## config.mk

```make
export PLATFORM = sky130hd
export DESIGN_NAME = multicycle_sequencer
export DESIGN_NICKNAME = d
export VERILOG_FILES = /design/src/rtl/multicycle_sequencer.sv
export SDC_FILE = /design/constraint.sdc
export NUM_CORES = 1
export LEC_CHECK = 0
export CORE_MARGIN = 2
export CORE_UTILIZATION = 65
export DETAILED_ROUTE_END_ITERATION = 6
export DONT_BUFFER_PORTS = 1
export PLACE_DENSITY_LB_ADDON = 0.05
export SETUP_SLACK_MARGIN = 0.1
export SYNTH_ARGS = -nofsm -noshare
export SYNTH_HDL_FRONTEND = slang
export SYNTH_SLANG_ARGS = --single-unit
```

## constraint.sdc

```tcl
create_clock -name clk -period 5.9 [get_ports clk]
set_input_delay 1.18 -clock clk [delete_from_list [all_inputs] [get_ports clk]]
set_output_delay 1.18 -clock clk [all_outputs]
set_load 0.05 [all_outputs]
```

## src/rtl/multicycle_sequencer.sv

```systemverilog
// Control sequencer for a multicycle RISC-V style core: FETCH/DECODE/EXECUTE/MEM/WB/TRAP,
// with memory wait timeouts and a wrapping retired-instruction counter.
module multicycle_sequencer #(
  parameter int MEM_TIMEOUT = 255,
  parameter int CNT_W       = 32
) (
  input  logic             clk,
  input  logic             reset,
  input  logic             R,
  input  logic             I,
  input  logic             I_load,
  input  logic             I_jalr,
  input  logic             S,
  input  logic             SB,
  input  logic             U_auipc,
  input  logic             U_lui,
  input  logic             UJ_jal,
  input  logic             branch_taken,
  input  logic             imem_ready,
  input  logic             dmem_ready,
  output logic             imem_req,
  output logic             ir_write,
  output logic             dmem_req,
  output logic             dmem_we,
  output logic             reg_write_en,
  output logic             pc_write,
  output logic [1:0]       pc_src,
  output logic             trap,
  output logic [2:0]       state,
  output logic [CNT_W-1:0] instret
);

  typedef enum logic [2:0] {
    ST_FETCH   = 3'd0,
    ST_DECODE  = 3'd1,
    ST_EXECUTE = 3'd2,
    ST_MEM     = 3'd3,
    ST_WB      = 3'd4,
    ST_TRAP    = 3'd5
  } state_t;

  state_t           state_q, state_d;
  logic [7:0]       wait_q, wait_d;
  logic [CNT_W-1:0] instret_q, instret_d;

  logic [8:0] cls;
  logic       one_hot;
  logic [8:0] wait_inc;
  logic       timeout;
  logic       retire;

  logic       imem_req_c, ir_write_c, dmem_req_c, dmem_we_c;
  logic       reg_write_en_c, pc_write_c, trap_c;
  logic [1:0] pc_src_c;

  assign cls      = {UJ_jal, U_lui, U_auipc, SB, S, I_jalr, I_load, I, R};
  assign one_hot  = (cls != 9'd0) && ((cls & (cls - 9'd1)) == 9'd0);
  // Timeout fires on the wait cycle that would bring the count up to MEM_TIMEOUT.
  assign wait_inc = {1'b0, wait_q} + 9'd1;
  assign timeout  = (wait_inc >= 9'(MEM_TIMEOUT));

  always_comb begin
    state_d        = state_q;
    wait_d         = wait_q;
    instret_d      = instret_q;
    retire         = 1'b0;
    imem_req_c     = 1'b0;
    ir_write_c     = 1'b0;
    dmem_req_c     = 1'b0;
    dmem_we_c      = 1'b0;
    reg_write_en_c = 1'b0;
    pc_write_c     = 1'b0;
    pc_src_c       = 2'b00;
    trap_c         = 1'b0;

    case (state_q)
      ST_FETCH: begin
        imem_req_c = 1'b1;
        if (imem_ready) begin
          ir_write_c = 1'b1;
          state_d    = ST_DECODE;
        end else if (timeout) begin
          state_d = ST_TRAP;
        end else begin
          wait_d = wait_inc[7:0];
        end
      end
      ST_DECODE: begin
        state_d = one_hot ? ST_EXECUTE : ST_TRAP;
      end
      ST_EXECUTE: begin
        if (I_load || S) begin
          state_d = ST_MEM;
          wait_d  = 8'd0;
        end else if (SB) begin
          pc_write_c = 1'b1;
          pc_src_c   = branch_taken ? 2'b01 : 2'b00;
          retire     = 1'b1;
          state_d    = ST_FETCH;
          wait_d     = 8'd0;
        end else begin
          state_d = ST_WB;
        end
      end
      ST_MEM: begin
        dmem_req_c = 1'b1;
        dmem_we_c  = S;
        if (dmem_ready) begin
          if (S) begin
            pc_write_c = 1'b1;
            retire     = 1'b1;
            state_d    = ST_FETCH;
            wait_d     = 8'd0;
          end else begin
            state_d = ST_WB;
          end
        end else if (timeout) begin
          state_d = ST_TRAP;
        end else begin
          wait_d = wait_inc[7:0];
        end
      end
      ST_WB: begin
        reg_write_en_c = 1'b1;
        pc_write_c     = 1'b1;
        pc_src_c       = UJ_jal ? 2'b01 : (I_jalr ? 2'b10 : 2'b00);
        retire         = 1'b1;
        state_d        = ST_FETCH;
        wait_d         = 8'd0;
      end
      ST_TRAP: begin
        trap_c = 1'b1;
      end
      default: begin
        state_d = ST_TRAP;
      end
    endcase

    if (retire) begin
      instret_d = instret_q + CNT_W'(1);
    end
  end

  always_ff @(posedge clk) begin
    if (reset) begin
      state_q   <= ST_FETCH;
      wait_q    <= 8'd0;
      instret_q <= '0;
    end else begin
      state_q   <= state_d;
      wait_q    <= wait_d;
      instret_q <= instret_d;
    end
  end

  // Reset masks every output but state combinationally, so in-flight requests drop at once.
  always_comb begin
    imem_req     = imem_req_c & ~reset;
    ir_write     = ir_write_c & ~reset;
    dmem_req     = dmem_req_c & ~reset;
    dmem_we      = dmem_we_c & ~reset;
    reg_write_en = reg_write_en_c & ~reset;
    pc_write     = pc_write_c & ~reset;
    pc_src       = reset ? 2'b00 : pc_src_c;
    trap         = trap_c & ~reset;
    instret      = reset ? '0 : instret_q;
    state        = state_q;
  end

endmodule

```

==> reports/metrics.cfg <==
[status]
outcome = finished, final reports clean

[drt]
dr.pass1.iters = 4
route.detailed.drc = 0
vias = 2287
first_iter_violations = 153
vias_per_cell = 5.864
wl_per_cell_um = 13.93
ant_nets = 0
wirelength_um = 5432

[yosys]
yosysTopAreaCell = dfxtp_1
synth.distinct_cells = 56
syn_avg_cell_area_um2 = 7.857
synth_warnings = 0
synth-main-ff-cell = dfxtp_1
synth-seq-cells = 43
ys_top_cells_by_area = dfxtp_1, nor2_1, xnor2_1, nor2b_1, xor2_1
synth_edf_count = 0
syn_nets = 360
syn_inst = 343
synth.top_cells.by_count = nor2_1, dfxtp_1, nor2b_1
synth.cell_area_um2 = 2695
yosysSeqAreaShare_pct = 31.94
yosysMostFrequentCell = nor2_1
netlist.area_leader.share_pct = 31.94
synth_async_sr_flop_share_pct = 0

[finish]
syn_to_final_growth_pct = 4.782
stdcell_area_um2 = 2824
drive_gt1_share_pct = 9.706
antenna_cells = 0
fill_cells = 333
nets = 356

[sta]
finalHoldViolCount = 0
worst_pin_slew_ns = 1.192
finClkSkew_ns = 0.01054
relSlewSlack_pct = 20.34
period_needed_ns = 4.280
max_freq_mhz = 233.6
rsz0062_at_grt = false
setup_violations = 0
slew_viol_final = 0
fin_tns_setup_ns = 0
final.period_utilization_pct = 72.54
hold_ws_ns = 0.5091

[power]
total_power_mw = 0.5674
switching_share_pct = 29.22
internal-power_mw = 0.4016
powerDensity_nw_per_um2 = 200.9
pwr-share-clk_pct = 34.6
seq_power_share_pct = 55.3
comb_power_share_pct = 10.1
vdd_drop_max_mv = 0.1548
power_switching_mw = 0.1658
leakage_nw = 0.9050

[clocking]
post_cts_resized = 0
htree_levels = 2
cts.reportedPaths.clkPinSlew_ns = 0.09
root_buffer = clkbuf_8
numCtsBuffers = 5
worstSkewPairLatency_ns = 0.30
cts.path.max_buffers = 2
cts_tree = built
cts.sinks = 43
cts_hold_buf = 0
cts_setup_buffers = 0

[floorplan]
die-height_um = 68.39
die_w_um = 68.39
initial_core_util_pct = 67.38
fp.coreArea_um2 = 4000
num_io_pins = 58
dieArea_um2 = 4677
rows = 23

[global_routing]
grt_pass1_wl_um = 8535
grt_max_degree = 76
antenna_found_initial = 0
grt.busiest_layer = met2
met1_usage_pct = 31.57
grt_overflow = 0
grt.met2_usage_pct = 39.06
grt_util_all_layers_pct = 24.02
grt_pass1_vias = 1986
grt_util_met3_pct = 5.757

[critical_path]
crit_path_max_fanout = 15
cp-end-kind = output port
r2r_slack_ns = 2.80
worst_ep_required_time_ns = 4.72
worstPathArrival_ns = 3.10
criticalPathCategory = reg -> out
critPathLaunchType = flop

[place]
portBuffers = 0
gp_congestion = 0.8666
dpl-instance-area_um2 = 2731
dpl.hpwl_um = 3845

[worst_hold_path]
hold_path.class = reg -> reg

[run]
cap_violations = 0

critical path, cell delays in order, from the launching register on:
cell and delay [ns]:
dfxtp_1 0.95, nand2_1 0.25, o31ai_2 0.66, nor2_1 0.17, nor2_1 0.76
cell families after synthesis:
family	synth area share, %
buffers and inverters	3.993
xor gates and xnor gates	10.40
DFF	31.94
AOI/OAI and AO/OA	14.67
adders and majority gates	1.764
and+or+nand+nor	37.23
metal layers:
| layer | up-vias | wire length, µm |
|---|---|---|
| met4 | 0 | 49 |
| met2 | 53 | 2417 |
| li1 | 1175 | - |
| met1 | 1054 | 2637 |
| met5 | - | 0 |
| met3 | 5 | 328 |
layout make-up:
cell class / count / area, µm² / area share [%]
clock inverter: 3 / 23.77 / 0.8418
multi-input combinational: 274 / 1744 / 61.76
clock buffer: 5 / 68.82 / 2.437
timing repair buffer: 2 / 15.01 / 0.5317
sequential: 43 / 860.8 / 30.48
tap: 50 / 62.56 / 2.215
inverter: 13 / 48.80 / 1.728
power by group through the flow:
| stage | logic (mW) | registers (mW) | clock network [mW] |
|---|---|---|---|
| CTS | 0.0574 | 0.314 | 0.201 |
| finish | 0.0574 | 0.314 | 0.196 |
| global placement | 0.0565 | 0.320 | 0 |
| detailed placement | 0.0572 | 0.320 | 0 |
| floorplan | 0.0614 | 0.313 | 0 |
| global route | 0.0637 | 0.316 | 0.212 |
through the flow:
| stage | std cells | worst slack [ns] | utilization [%] |
|---|---|---|---|
| 6_report | 390 | 1.620 | 70.60 |
| 2_1_floorplan | 343 | 1.657 | - |
| 5_1_grt | 390 | 1.393 | 70.60 |
| 3_3_place_gp | 382 | 1.862 | 68.28 |
| 4_1_cts | 390 | 1.626 | 70.60 |
| 3_5_place_dp | 382 | 1.813 | 68.28 |
cells in the final DEF (no fill, tap or decap), types with 3 or more instances in the layout:
| cell | Yosys | layout |
|---|---|---|
| a21oi_1 | 16 | 16 |
| or3_1 | 7 | 7 |
| and3_1 | 4 | 4 |
| inv_1 | 13 | 13 |
| nor2_1 | 60 | 60 |
| xor2_1 | 11 | 11 |
| nor4_2 | 3 | 3 |
| ha_1 | 3 | 3 |
| xnor2_1 | 21 | 21 |
| a211o_1 | 3 | 3 |
| and4_1 | 3 | 3 |
| nor3_2 | 4 | 5 |
| nand3b_1 | 3 | 3 |
| nor3_1 | 12 | 11 |
| nand4_1 | 7 | 7 |
| nand2_1 | 23 | 23 |
| clkbuf_8 | 0 | 5 |
| nor2b_1 | 27 | 27 |
| nand3_1 | 11 | 11 |
| o21ai_0 | 10 | 10 |
| and2_1 | 4 | 4 |
| dfxtp_1 | 43 | 43 |
state kept, by name, summed over array words and instances, names as in the netlist:
register,cells
instret_q,32
state,3
wait_q,8
final timing paths:
kind / endpoint / start / cells after the start
worst max-delay path: pc_write / state[1] / 4
worst min-delay path: instret_q[18] / instret_q[18] / 2
worst min register to register: instret_q[18] / instret_q[18] / 2
worst max register to register: instret_q[1] / state[1] / 5
Power figures use the tool's default switching activity.
